<file path="config.mk">
export PLATFORM = sky130hd
export DESIGN_NAME = fetch_queue
export DESIGN_NICKNAME = d
export VERILOG_FILES = /design/src/rtl/fetch_queue.sv
export SDC_FILE = /design/constraint.sdc
export NUM_CORES = 1
export LEC_CHECK = 0
export ABC_AREA = 1
export CORE_UTILIZATION = 45
export CTS_CLUSTER_SIZE = 25
export DETAILED_ROUTE_END_ITERATION = 8
export PLACE_DENSITY = 0.66
export SLEW_MARGIN = 30
export SYNTH_ARGS = -nofsm -noshare
export SYNTH_HDL_FRONTEND = slang
export SYNTH_SLANG_ARGS = --single-unit
</file>
<file path="constraint.sdc">
create_clock -name clk -period 2 [get_ports clk]
set_clock_uncertainty 0.05 [all_clocks]
set_input_delay 0.2 -clock clk [delete_from_list [all_inputs] [get_ports clk]]
set_output_delay 0.2 -clock clk [all_outputs]
set_load 0.1 [all_outputs]
</file>
<file path="src/rtl/fetch_queue.sv">
// Fetch queue: FWFT buffer of {pc, npc, instr} between IF and the IF/ID register.
// A flush drops every buffered entry in one cycle. An empty queue presents an all-zero bubble.
module fetch_queue #(
  parameter int DWIDTH = 32,
  parameter int DEPTH  = 4
) (
  input  logic                       clk,
  input  logic                       rst,
  input  logic                       push_valid,
  output logic                       push_ready,
  input  logic [DWIDTH-1:0]          push_pc,
  input  logic [DWIDTH-1:0]          push_npc,
  input  logic [DWIDTH-1:0]          push_instr,
  output logic                       pop_valid,
  input  logic                       pop_ready,
  output logic [DWIDTH-1:0]          pop_pc,
  output logic [DWIDTH-1:0]          pop_npc,
  output logic [DWIDTH-1:0]          pop_instr,
  input  logic                       flush,
  output logic [$clog2(DEPTH+1)-1:0] count
);

  localparam int AW = $clog2(DEPTH);
  localparam int CW = $clog2(DEPTH+1);

  logic [DWIDTH-1:0] pc_q    [DEPTH];
  logic [DWIDTH-1:0] npc_q   [DEPTH];
  logic [DWIDTH-1:0] instr_q [DEPTH];

  logic [AW-1:0] rp_q, rp_d;
  logic [AW-1:0] wp_q, wp_d;
  logic [CW-1:0] cnt_q, cnt_d;

  logic push_fire;
  logic pop_fire;

  // No pop-side bypass: a full queue refuses pushes even while popping.
  assign push_ready = (cnt_q != CW'(DEPTH));
  assign pop_valid  = (cnt_q != '0);
  assign push_fire  = push_valid & push_ready & ~flush;
  assign pop_fire   = pop_valid & pop_ready;
  assign count      = cnt_q;

  assign pop_pc    = pop_valid ? pc_q[rp_q]    : '0;
  assign pop_npc   = pop_valid ? npc_q[rp_q]   : '0;
  assign pop_instr = pop_valid ? instr_q[rp_q] : '0;

  always_comb begin
    rp_d  = rp_q;
    wp_d  = wp_q;
    cnt_d = cnt_q;
    if (flush) begin
      rp_d  = '0;
      wp_d  = '0;
      cnt_d = '0;
    end else begin
      if (push_fire) wp_d = wp_q + AW'(1);
      if (pop_fire)  rp_d = rp_q + AW'(1);
      if (push_fire && !pop_fire)      cnt_d = cnt_q + CW'(1);
      else if (pop_fire && !push_fire) cnt_d = cnt_q - CW'(1);
    end
  end

  always_ff @(posedge clk or negedge rst) begin
    if (!rst) begin
      rp_q  <= '0;
      wp_q  <= '0;
      cnt_q <= '0;
    end else begin
      rp_q  <= rp_d;
      wp_q  <= wp_d;
      cnt_q <= cnt_d;
    end
  end

  always_ff @(posedge clk or negedge rst) begin
    if (!rst) begin
      for (int i = 0; i < DEPTH; i++) begin
        pc_q[i]    <= '0;
        npc_q[i]   <= '0;
        instr_q[i] <= '0;
      end
    end else if (push_fire) begin
      pc_q[wp_q]    <= push_pc;
      npc_q[wp_q]   <= push_npc;
      instr_q[wp_q] <= push_instr;
    end
  end

endmodule
</file>
==> results of run 1 <==
-- flip-flops by register name (all words and copies together), names as in the netlist --
register	flops
instr_q	128
wp_q	2
rp_q	2
npc_q	128
pc_q	128
count	3
-- repair_timing --
item,4_1_cts,5_1_grt
setup endpoints to repair,96,97
gates cloned,24,11
pin swaps,41,49
gates resized for setup,286,122
endpoints found under the hold margin,391,0
buffers inserted,17,8
hold buffers,2,0
-- cell families (layout without fill, tap and decap cells) --
| kind of cell | Yosys count | in the layout | share of synthesized area (%) |
|---|---|---|---|
| flops | 391 | 391 | 53.6 |
| xor+xnor | 1 | 1 | 0.0480 |
| compound gates | 679 | 679 | 20.3 |
| buf+inv | 268 | 520 | 8.92 |
| simple gates | 798 | 798 | 16.7 |
| fa+ha+maj | 5 | 5 | 0.384 |
-- area by class of cell --
type / count / area, um^2
Inverter: 110 / 467
Multi-Input combinational cell: 1483 / 8590
Timing Repair inverter: 1 / 8.76
Timing Repair Buffer: 330 / 5480
Fill cell: 3102 / 13400
Sequential cell: 391 / 9800
Tap cell: 525 / 657
Clock buffer: 64 / 1270
Clock inverter: 15 / 194
-- placed cells by master (no fill, tap or decap), drive strengths merged --
cell type      instances
nand2                408
ha                     4
nand3                  2
dlygate4sd3            2
o21ai                579
or2                    1
clkinv                12
a21oi                100
nand3b                 1
dfrtp                391
fa                     1
inv                  110
bufbuf                 3
buf                  216
clkbuf                74
xor2                   1
clkdlybuf4s50         99
nor2                 386
bufinv                 4
-- worst max-delay path, delay by kind of cell (launching register included) --
family | cells | cell delay [ns]
and+or+nand+nor | 2 | 0.19
DFF | 1 | 0.50
AOI/OAI and AO/OA | 2 | 0.39
buffers and inverters | 3 | 0.53
-- final timing paths --
path | startpoint | to | depth (start not counted)
min | rst | instr_q[73] | 3
max in group asynchronous | rst | count[2] | 3
max | rp_q[0] | pop_pc[10] | 7
min in group clk | push_pc[9] | pc_q[41] | 3
max reg2reg | count[0] | count[2] | 13
min reg2reg | instr_q[46] | instr_q[46] | 2
-- metal layers --
| layer | global-route usage (%) | vias up | wire, um |
|---|---|---|---|
| met4 | 8.03 | 0 | 1520 |
| met1 | 35.6 | 7944 | 24000 |
| met3 | 4.17 | 110 | 3160 |
| met5 | 0 | - | 0 |
| met2 | 43.7 | 514 | 27000 |
| li1 | - | 7444 | - |
-- stage by stage --
step / instances / hold WS [ns] / cell area (um^2)
floorplan: 2142 / -0.146 / 19500
global placement: 2778 / -0.0427 / 23000
detailed placement: 2778 / -0.0425 / 23000
CTS: 2900 / 0.183 / 25700
global route: 2919 / 0.215 / 26500
finish: 2919 / 0.197 / 26500
==> impl_metrics.env, run 1 <==
export IMPL_hold_viol=0
export IMPL_routed_via_density=5.49
export IMPL_setup_ws_ns=-0.423
export IMPL_grt_usage_pct=26.4
export IMPL_antenna_found_initial=0
export IMPL_crit_path_max_fanout=12
export IMPL_grt_overflow=0
export IMPL_io_pins=202
export IMPL_start_util_pct=45.8
export IMPL_areaGrowthSynthToFinish_pct=45.1
export IMPL_drt_iter0_markers=1288
export IMPL_antennaDiodeCount=0
export IMPL_cp_cell_sequence="buf_4, buf_16, nor2_1, nor2_1, o21ai_1, a21oi_4, buf_12"
export IMPL_synth_common_cells="nand2_1, dfrtp_1, nor2_1"
export IMPL_crit_type="flop to output port"
export IMPL_end_kind="output port"
export IMPL_synth_top_area_share_pct=53.6
export IMPL_setup_worst_path_start_class="flop"
export IMPL_rows=73
export IMPL_postSynth_asyncResetShare_pct=100
export IMPL_avgSynthCellArea_um2=8.52
export IMPL_core_mm2=0.0398
export IMPL_io_buffers=201
export IMPL_h_tree_depth=2
export IMPL_crit_required_ns=1.75
export IMPL_slew_headroom_pct=55.7
export IMPL_drv_cap=0
export IMPL_die_w_um=203
export IMPL_cts_max_path_buffers=3
export IMPL_cts_reportedPaths_clkPinSlew_ns=0.06
export IMPL_syn_inst=2142
export IMPL_cp_arrival_ns=2.17
export IMPL_routed_wl_um=55700
export IMPL_cts_made_buffers=43
export IMPL_reg2reg_slack_ns=-0.08
export IMPL_period_minus_slack_ns=2.42
export IMPL_syn_nets=2248
export IMPL_place_ws_ns=-0.0644
export IMPL_grt_pass1_vias=15900
export IMPL_synth_ff_type="dfrtp_1"
export IMPL_worst_pin_slew_ns=0.664
export IMPL_dr_pass1_iters=8
export IMPL_status="complete, but fails checks"
export IMPL_synth_seq_cells=391
export IMPL_die_area_mm2=0.0413
export IMPL_synth_most_common_cell="nand2_1"
export IMPL_clock_sinks=391
export IMPL_drive_gt1_share_pct=27.0
export IMPL_cts_tree="done"
export IMPL_holdCritPathClass="primary input to async pin"
export IMPL_fmax_mhz=413
export IMPL_hpwl_um=30100
export IMPL_ys_types=25
export IMPL_seq_area_frac_synth_pct=53.6
export IMPL_worst_path_max_delay_cell="dfrtp_4"
export IMPL_antenna_left=0
export IMPL_cts_root_buf="clkbuf_16"
export IMPL_grt_pass1_wl_um=86500
export IMPL_grt_setup_unrepaired="yes"
export IMPL_dr_total_vias=16000
export IMPL_synth_edf_count=0
export IMPL_nets=2466
export IMPL_place_gp_congestion=0.786
export IMPL_slew_violations=0
export IMPL_report_final_setup_viol=97
export IMPL_synth_area_leaders="dfrtp_1, nand2_1, nor2_1"
export IMPL_fin_setup_tns_ns=-33.32
export IMPL_violations="negative setup slack"
export IMPL_syn_area_mm2=0.0182
export IMPL_die_h_um=203
export IMPL_wl_per_cell_um=19.1
export IMPL_path_common_cell="nor2_1"
export IMPL_drc_errors=0
export IMPL_cpPeakStageDelay_ns=0.50
export IMPL_synth_warnings=0
export IMPL_fin_crit_sh_pct=121
export IMPL_grt_start_max_net_pins=111
export IMPL_insertion_delay_ns=0.55
export IMPL_synth_largest_area_cell="dfrtp_1"
export IMPL_final_util_pct=66.5
Power of run 1 is not shown: default switching activity piles up to over one toggle a cycle in this logic, so the estimate is an artifact.
==> inputs of run 2 (changes only) <==
ABC_CLOCK_PERIOD_IN_PS = 2000   (was unset)
GPL_ROUTABILITY_DRIVEN = 0   (was unset)
==> results of run 2 <==
Same layout as run 1: the final DEF is identical, and so are final timing and power.
Power of run 2 is left out for the same reason.
